==> src/rtl/cycle_timing_gen_if.sv <==
// Strobe/status bundle between the control unit (master) and the
// machine-cycle/beat generator (slave).
interface cycle_timing_gen_if #(
    parameter int unsigned T_WIDTH = 8
);
    logic               Tplus1;
    logic               Tset0;
    logic               Set_FI;
    logic               Set_DST;
    logic               Set_SRC;
    logic               Set_EXC;
    logic               HALT;
    logic               int_req;
    logic               int_en;
    logic               FI;
    logic               DST;
    logic               SRC;
    logic               EXC;
    logic               INT;
    logic [T_WIDTH-1:0] T;
    logic               int_ack;
    logic               halted;
    logic               seq_err;

    modport master (
        output Tplus1, Tset0, Set_FI, Set_DST, Set_SRC, Set_EXC, HALT, int_req, int_en,
        input  FI, DST, SRC, EXC, INT, T, int_ack, halted, seq_err
    );

    modport slave (
        input  Tplus1, Tset0, Set_FI, Set_DST, Set_SRC, Set_EXC, HALT, int_req, int_en,
        output FI, DST, SRC, EXC, INT, T, int_ack, halted, seq_err
    );
endinterface

==> src/rtl/cycle_timing_gen.sv <==
// Machine-cycle and beat generator: one-hot cycle and beat vectors stepped by
// CU strobes, plus the autonomous INT cycle, HALT freeze and sequencing-fault watch.
module cycle_timing_gen #(
    parameter int unsigned T_WIDTH     = 8,
    parameter int unsigned INT_BEATS   = 4,
    parameter int unsigned STALL_LIMIT = 16
) (
    input logic                clk,
    input logic                rst,
    cycle_timing_gen_if.slave  bus
);
    localparam int unsigned SW = $clog2(STALL_LIMIT + 1);
    localparam logic [T_WIDTH-1:0] T0     = T_WIDTH'(1);
    localparam logic [T_WIDTH-1:0] T_LAST = T0 << (T_WIDTH - 1);
    localparam logic [T_WIDTH-1:0] T_ACK  = T0 << (INT_BEATS - 1);

    // Encoding is one-hot so the cycle outputs come straight off the register.
    typedef enum logic [4:0] {
        CYC_FI  = 5'b00001,
        CYC_DST = 5'b00010,
        CYC_SRC = 5'b00100,
        CYC_EXC = 5'b01000,
        CYC_INT = 5'b10000
    } cyc_e;

    cyc_e               cyc_q, cyc_d;
    logic [T_WIDTH-1:0] t_q, t_d;
    logic               ack_q, ack_d;
    logic               halted_q, halted_d;
    logic               err_q, err_d;
    logic [SW-1:0]      stall_q, stall_d;

    logic [3:0] set_vec;
    logic       any_set;
    logic       multi_set;
    logic       strobe;
    logic       irq;

    always_comb begin
        set_vec   = {bus.Set_EXC, bus.Set_SRC, bus.Set_DST, bus.Set_FI};
        any_set   = |set_vec;
        multi_set = |(set_vec & (set_vec - 4'd1));
        strobe    = any_set | bus.Tplus1 | bus.Tset0;
        irq       = bus.int_req & bus.int_en;
    end

    always_comb begin
        cyc_d    = cyc_q;
        t_d      = t_q;
        halted_d = halted_q;
        err_d    = err_q;
        stall_d  = stall_q;

        if (halted_q) begin
            stall_d = '0;
            if (irq) begin
                halted_d = 1'b0;
                cyc_d    = CYC_INT;
                t_d      = T0;
            end
        end else if (cyc_q == CYC_INT) begin
            stall_d = '0;
            if (t_q == T_ACK) begin
                cyc_d = CYC_FI;
                t_d   = T0;
            end else begin
                t_d = t_q << 1;
            end
        end else begin
            if (any_set) begin
                t_d = T0;
                if (multi_set) err_d = 1'b1;
                if (bus.Set_EXC)      cyc_d = CYC_EXC;
                else if (bus.Set_SRC) cyc_d = CYC_SRC;
                else if (bus.Set_DST) cyc_d = CYC_DST;
                else if (cyc_q == CYC_EXC && irq) begin
                    // Instruction end: a pending interrupt wins over HALT.
                    cyc_d = CYC_INT;
                end else begin
                    cyc_d = CYC_FI;
                    if (cyc_q == CYC_EXC && bus.HALT) halted_d = 1'b1;
                end
            end else if (bus.Tset0) begin
                t_d = T0;
            end else if (bus.Tplus1) begin
                if (t_q == T_LAST) err_d = 1'b1;
                else               t_d   = t_q << 1;
            end

            if (strobe) begin
                stall_d = '0;
            end else if (stall_q >= SW'(STALL_LIMIT - 1)) begin
                stall_d = SW'(STALL_LIMIT);
                err_d   = 1'b1;
            end else begin
                stall_d = stall_q + SW'(1);
            end
        end

        ack_d = (cyc_d == CYC_INT) && (t_d == T_ACK);
    end

    always_ff @(posedge clk) begin
        if (rst) begin
            cyc_q    <= CYC_FI;
            t_q      <= T0;
            ack_q    <= 1'b0;
            halted_q <= 1'b0;
            err_q    <= 1'b0;
            stall_q  <= '0;
        end else begin
            cyc_q    <= cyc_d;
            t_q      <= t_d;
            ack_q    <= ack_d;
            halted_q <= halted_d;
            err_q    <= err_d;
            stall_q  <= stall_d;
        end
    end

    assign bus.FI      = cyc_q[0];
    assign bus.DST     = cyc_q[1];
    assign bus.SRC     = cyc_q[2];
    assign bus.EXC     = cyc_q[3];
    assign bus.INT     = cyc_q[4];
    assign bus.T       = t_q;
    assign bus.int_ack = ack_q;
    assign bus.halted  = halted_q;
    assign bus.seq_err = err_q;
endmodule
==> src/flat_wrapper.sv <==
// flat-port wrapper written by rule: the top's interface ports become plain ports
module cycle_timing_gen_flat 
#(
    parameter int unsigned T_WIDTH     = 8,
    parameter int unsigned INT_BEATS   = 4,
    parameter int unsigned STALL_LIMIT = 16
)
  (clk, rst, bus_Tplus1, bus_Tset0, bus_Set_FI, bus_Set_DST, bus_Set_SRC, bus_Set_EXC, bus_HALT, bus_int_req, bus_int_en, bus_FI, bus_DST, bus_SRC, bus_EXC, bus_INT, bus_T, bus_int_ack, bus_halted, bus_seq_err);
  cycle_timing_gen_if #(.T_WIDTH(T_WIDTH)) bus_i ();
  input logic clk;
  input logic rst;
  input wire logic [$bits(bus_i.Tplus1)-1:0] bus_Tplus1;
  input wire logic [$bits(bus_i.Tset0)-1:0] bus_Tset0;
  input wire logic [$bits(bus_i.Set_FI)-1:0] bus_Set_FI;
  input wire logic [$bits(bus_i.Set_DST)-1:0] bus_Set_DST;
  input wire logic [$bits(bus_i.Set_SRC)-1:0] bus_Set_SRC;
  input wire logic [$bits(bus_i.Set_EXC)-1:0] bus_Set_EXC;
  input wire logic [$bits(bus_i.HALT)-1:0] bus_HALT;
  input wire logic [$bits(bus_i.int_req)-1:0] bus_int_req;
  input wire logic [$bits(bus_i.int_en)-1:0] bus_int_en;
  output wire logic [$bits(bus_i.FI)-1:0] bus_FI;
  output wire logic [$bits(bus_i.DST)-1:0] bus_DST;
  output wire logic [$bits(bus_i.SRC)-1:0] bus_SRC;
  output wire logic [$bits(bus_i.EXC)-1:0] bus_EXC;
  output wire logic [$bits(bus_i.INT)-1:0] bus_INT;
  output wire logic [$bits(bus_i.T)-1:0] bus_T;
  output wire logic [$bits(bus_i.int_ack)-1:0] bus_int_ack;
  output wire logic [$bits(bus_i.halted)-1:0] bus_halted;
  output wire logic [$bits(bus_i.seq_err)-1:0] bus_seq_err;
  assign bus_i.Tplus1 = bus_Tplus1;
  assign bus_i.Tset0 = bus_Tset0;
  assign bus_i.Set_FI = bus_Set_FI;
  assign bus_i.Set_DST = bus_Set_DST;
  assign bus_i.Set_SRC = bus_Set_SRC;
  assign bus_i.Set_EXC = bus_Set_EXC;
  assign bus_i.HALT = bus_HALT;
  assign bus_i.int_req = bus_int_req;
  assign bus_i.int_en = bus_int_en;
  assign bus_FI = bus_i.FI;
  assign bus_DST = bus_i.DST;
  assign bus_SRC = bus_i.SRC;
  assign bus_EXC = bus_i.EXC;
  assign bus_INT = bus_i.INT;
  assign bus_T = bus_i.T;
  assign bus_int_ack = bus_i.int_ack;
  assign bus_halted = bus_i.halted;
  assign bus_seq_err = bus_i.seq_err;
  cycle_timing_gen #(.T_WIDTH(T_WIDTH), .INT_BEATS(INT_BEATS), .STALL_LIMIT(STALL_LIMIT)) u_core (.clk(clk), .rst(rst), .bus(bus_i));
endmodule
==> config.mk <==
export PLATFORM = sky130hd
export DESIGN_NAME = cycle_timing_gen_flat
export DESIGN_NICKNAME = d
export VERILOG_FILES = /design/src/rtl/cycle_timing_gen_if.sv /design/src/rtl/cycle_timing_gen.sv /design/src/flat_wrapper.sv
export SDC_FILE = /design/constraint.sdc
export NUM_CORES = 1
export LEC_CHECK = 0
export CAP_MARGIN = 20
export CORE_MARGIN = 2
export CORE_UTILIZATION = 51
export DETAILED_ROUTE_END_ITERATION = 8
export GPL_ROUTABILITY_DRIVEN = 0
export GPL_TIMING_DRIVEN = 0
export PLACE_DENSITY = 0.91
export SYNTH_ARGS = -nofsm -noshare
export SYNTH_HDL_FRONTEND = slang
export SYNTH_SLANG_ARGS = --single-unit
==> constraint.sdc <==
create_clock -name clk -period 4.9 [get_ports clk]
set_input_delay 0.98 -clock clk [delete_from_list [all_inputs] [get_ports clk]]
set_output_delay 0.98 -clock clk [all_outputs]
set_load 0.005 [all_outputs]
Word-level counts from Yosys, hierarchy flattened

Cells that the tools add are included.
Widths: inputs -> output; s select.

Flip-flop bits (word level): 21
Output and inout port bits: 16
Word-level logic and storage cells: 64

Add/sub/neg operators: 2
$lt $le $gt $ge: 1
Equal/unequal tests: 6
Muxes and demuxes: 34
Bitwise logic cells: 6
Reductions and logical operators: 8

Operators by type and width:

| kind                | count |
|---|---|
| $mux 8              | 8 |
| $mux 5              | 10 |
| $eq 8x4->1 const B  | 2 |
| $mux 1              | 16 |
| $reduce_or 4->1     | 3 |
| $eq 5x5->1 const B  | 2 |
| $eq 8x8->1 const B  | 1 |
| $add 5x1->5 const B | 1 |
| $eq 5x4->1 const B  | 1 |
| $ge 5x4->1 const B  | 1 |
| $reduce_or 5->1     | 1 |
| $and 4x4->4         | 1 |
| $sub 4x1->4 const B | 1 |
| $logic_and 1x1->1   | 3 |
| $not 1->1           | 2 |
| $or 1x1->1          | 2 |
| $reduce_and 2->1    | 1 |
| $and 1x1->1         | 1 |

Longest topological paths before layout

Depth after elaboration: 11
Depth in mapped cells: 9
Depth with buffers taken out: 9

Worst setup path before layout

OpenSTA, ideal clock, no wires.

Path type: input-to-reg
Start: input port bus_Set_SRC
End: register u_core.ack_q (netlist: u_core.bus.int_ack)
Setup time: 87 ps
Arrival time: 2768 ps
Setup slack: 2045 ps
Stages on the path: 6
Path buffers: 0
Cell sequence: or4b_1 > or4b_1 > a311o_1 > a21oi_2 > nand4b_1 > nor4b_2

Cells in the longest elaborated chain, start to end: 7

Ends and longest elaborated chain:

| item                   | RTL line                | RTL |
|---|---|---|
| start: declaration     | flat_wrapper.sv:16      | `input wire logic [$bits(bus_i.Set_SRC)-1:0] bus_Set_SRC;` |
| $mux 5                 | cycle_timing_gen.sv:74  | `else if (bus.Set_SRC) cyc_d = CYC_SRC;` |
| $mux 5                 | cycle_timing_gen.sv:73  | `if (bus.Set_EXC) cyc_d = CYC_EXC;` |
| $mux 5                 | cycle_timing_gen.sv:70  | `if (any_set) begin` |
| $mux 5                 | cycle_timing_gen.sv:61  | `end else if (cyc_q == CYC_INT) begin` |
| $mux 5                 | cycle_timing_gen.sv:54  | `if (halted_q) begin` |
| $eq 5x5->1             | cycle_timing_gen.sv:100 | `ack_d = (cyc_d == CYC_INT) && (t_d == T_ACK);` |
| $logic_and 1x1->1 (*)  | cycle_timing_gen.sv:100 |  |
| end signal: assignment | cycle_timing_gen.sv:114 | `ack_q <= ack_d;` |
| end: declaration       | cycle_timing_gen.sv:28  | `logic ack_q, ack_d;` |

Mark *: on every way between the ends. The rest lies on a longest branch, timed or not.
A chain may end at the register's enable or synchronous reset.

Final worst setup path

Start: input port bus_Set_EXC
End: register u_core.ack_q (netlist: u_core.bus.int_ack)

Cells in the longest elaborated chain, start to end: 6

Ends and longest elaborated chain:

| item                                      | RTL line                                       | RTL |
|---|---|---|
| start: declaration                        | flat_wrapper.sv:17                             | `input wire logic [$bits(bus_i.Set_EXC)-1:0] bus_Set_EXC;` |
| $reduce_or 4->1 or $mux 5 (tied branches) | cycle_timing_gen.sv:41, cycle_timing_gen.sv:73 |  |
| $mux 8 or $mux 5 (tied branches)          | cycle_timing_gen.sv:70                         |  |
| $mux 8 or $mux 5 (tied branches)          | cycle_timing_gen.sv:61                         |  |
| $mux 8 or $mux 5 (tied branches)          | cycle_timing_gen.sv:54                         |  |
| $eq 8x4->1 or $eq 5x5->1 (tied branches)  | cycle_timing_gen.sv:100                        |  |
| $logic_and 1x1->1 (*)                     | cycle_timing_gen.sv:100                        |  |

Marked as above.

==> flow_summary.json <==
{
  "status": "completed",
  "clockBufferDepth": 2,
  "layout_commonest_cell": "clkdlybuf4s50_1",
  "syn2layout_area_growth_pct": 29.1,
  "drt.antenna.violating_nets": 0,
  "first_pass_iters": 5,
  "synth_nets": 145,
  "synth_top_area_share": 0.382,
  "synth_ff_type": "dfxtp_1",
  "synthArstFlopShare": 0,
  "grt_max_degree": 12,
  "grt_use_total": 0.250,
  "syn_area_sq_um": 1100,
  "drive_above_1_share": 0.0617,
  "dp_hpwl_um": 2180,
  "cap_violations": 0,
  "die_w_um": 50.4,
  "finalSetupTns_ps": 0,
  "nets": 176,
  "irDropWorstVdd_uv": 195,
  "io_buffers": 26,
  "p_leak_nw": 0.507,
  "period_minus_slack_ps": 3450,
  "via_count": 1171,
  "grt_pass1_wl_um": 4800,
  "initial_core_util": 0.549,
  "cts_tree": "done",
  "hp-class": "reg -> reg",
  "most-common-layout-cells": "26 x clkdlybuf4s50_1, 21 x dfxtp_1, 17 x nor2_1",
  "rsz0062_at_grt": "no",
  "core-area_sq_um": 2000,
  "synth_area_leaders": "dfxtp_1 38%, nor2_1 5.8%, nor2b_1 4.6%",
  "instances_no_fill": 189,
  "critical_path.max_stage_delay_ps": 790,
  "finalHoldViolCount": 0,
  "drc_errors": 0,
  "cts_root_buf": "clkbuf_4",
  "synth_compound_area_frac": 0.237,
  "synth_top_family_by_area": "simple AND/OR/NAND/NOR gates",
  "drt-vias-per-instance": 6.20,
  "holdBufCountCts": 0,
  "power_mw": 0.291,
  "synth_seq_cells": 21,
  "post-cts-setup-buffer-count": 0,
  "arrival_ps": 3670,
  "yosys_warnings": 0,
  "post_cts_resized": 0,
  "wl_per_cell_um": 15.3,
  "clock_latency_ps": 300,
  "antenna_found_initial": 0,
  "yosysTopAreaCell": "dfxtp_1",
  "drv_slew": 0,
  "worst_pin_slew_ps": 858,
  "setup_violations": 0,
  "relSlewSlack": 0.423,
  "gr-total-overflow": 0,
  "critPathSlowestCell": "nor4_1",
  "diodes": 0,
  "period_share": 0.704,
  "synth-edff-count": 0,
  "clkTransAtPathRegs_ps": 100,
  "syn_inst": 132,
  "synth_seq_area_share": 0.382,
  "postPlaceCellArea_sq_um": 1390,
  "synth_xor_area_frac": 0.00796,
  "synth_area_per_cell_sq_um": 8.33,
  "grt_pass1_vias": 1059,
  "skew_ps": 9.49,
  "end_kind": "flop",
  "critPathKind": "in -> reg",
  "fp.dieH_um": 50.4,
  "pin_count": 27,
  "dieArea_sq_um": 2540,
  "path_max_fanout": 8,
  "cts_inserted_buffers": 3,
  "yosys.area_share.simple": 0.317,
  "wl_um": 2890,
  "powerDensity_nw_per_um2": 205,
  "htreeDepth": 1,
  "numClockSinks": 21,
  "drtIter0Drc": 51,
  "synth-adder-area-share": 0.0319,
  "fmax_mhz": 290,
  "synth_cell_types": 44,
  "path_cells": "clkdlybuf4s50_1 -> nor4_1 -> nand3b_1 -> a21oi_1 -> a22o_1 -> nand3_1 -> nor4b_2",
  "crit_path_start_kind": "primary input",
  "fin_area_sq_um": 1420,
  "dp_cells": 185,
  "synth_mux_area_frac": 0,
  "worstPathRequired_ps": 5120,
  "rows": 16
}
-- Yosys cell counts, drive strengths merged, types with 2 or more instances --
master,n
nand2b,4
nand3,3
nand3b,2
nor4,2
inv,5
nor2b,8
a211oi,2
o21ai,5
or4b,3
nor3,4
nand2,8
dfxtp,21
or3,6
ha,2
a21oi,9
nor2,17
o22ai,2
clkbuf,2
a22oi,5
-- routing by layer --
layer / GRT usage / vias to the layer above / share of wire
met2: 0.419 / 70 / 0.49
li1: - / 550 / -
met3: 0.0536 / 13 / 0.095
met4: 0.0901 / 0 / 0.025
met5: 0 / - / 0
met1: 0.315 / 538 / 0.39
-- where the power goes --
part / internal [mW] / switching (mW) / total (mW)
Sequential: 0.173 / 0.00232 / 0.176
Clock: 0.0318 / 0.0492 / 0.0810
Combinational: 0.0184 / 0.0158 / 0.0343
-- flip-flops by register name (all words and copies together) (netlist names) --
register / cells
u_core.bus.seq_err: 1
u_core.bus.int_ack: 1
u_core.bus.halted: 1
u_core.bus.T: 8
u_core.cyc_q: 5
u_core.stall_q: 5
-- cell type report --
type,count,area (sq um)
inverter,5,18.8
tap,27,33.8
multi-input combinational,104,653
buffer,2,7.51
clock buffer,4,26.3
timing repair buffer,26,260
fill,170,582
sequential,21,420
-- cell families (layout without fill, tap and decap cells) --
group / count (synthesis) / in the layout
AND/OR/NAND/NOR: 63 / 63
buffers and inverters: 7 / 37
XOR/XNOR: 1 / 1
AO/OA/AOI/OAI: 37 / 37
flip-flops: 21 / 21
adder cells (fa/ha/maj): 3 / 3
-- final timing paths --
check,from,to,slack [ps],cells past startpoint
min reg2reg,u_core.stall_q[0]$_SDFF_PP0_,u_core.stall_q[0]$_SDFF_PP0_,480,1
max reg2reg,u_core.cyc_q[2]$_SDFF_PP0_,u_core.bus.int_ack$_SDFF_PP0_,2630,6
min,u_core.stall_q[0]$_SDFF_PP0_,u_core.stall_q[0]$_SDFF_PP0_,480,1
max,bus_Set_EXC,u_core.bus.int_ack$_SDFF_PP0_,1450,7
-- worst max-delay path, delay by kind of cell --
family / cells / cell delay (ps)
AND/OR/NAND/NOR: 4 / 1330
buffers and inverters: 1 / 540
AO/OA/AOI/OAI: 2 / 810
-- through the flow --
stage | setup slack [ps] | hold WS, ps | utilization
detailed placement | 1240 | 461 | 0.696
floorplan | 2040 | 430 | -
finish | 1450 | 480 | 0.709
CTS | 1560 | 487 | 0.709
global placement | 1330 | 445 | 0.696
global route | 1210 | 515 | 0.709
Power figures use the tool's default switching activity.
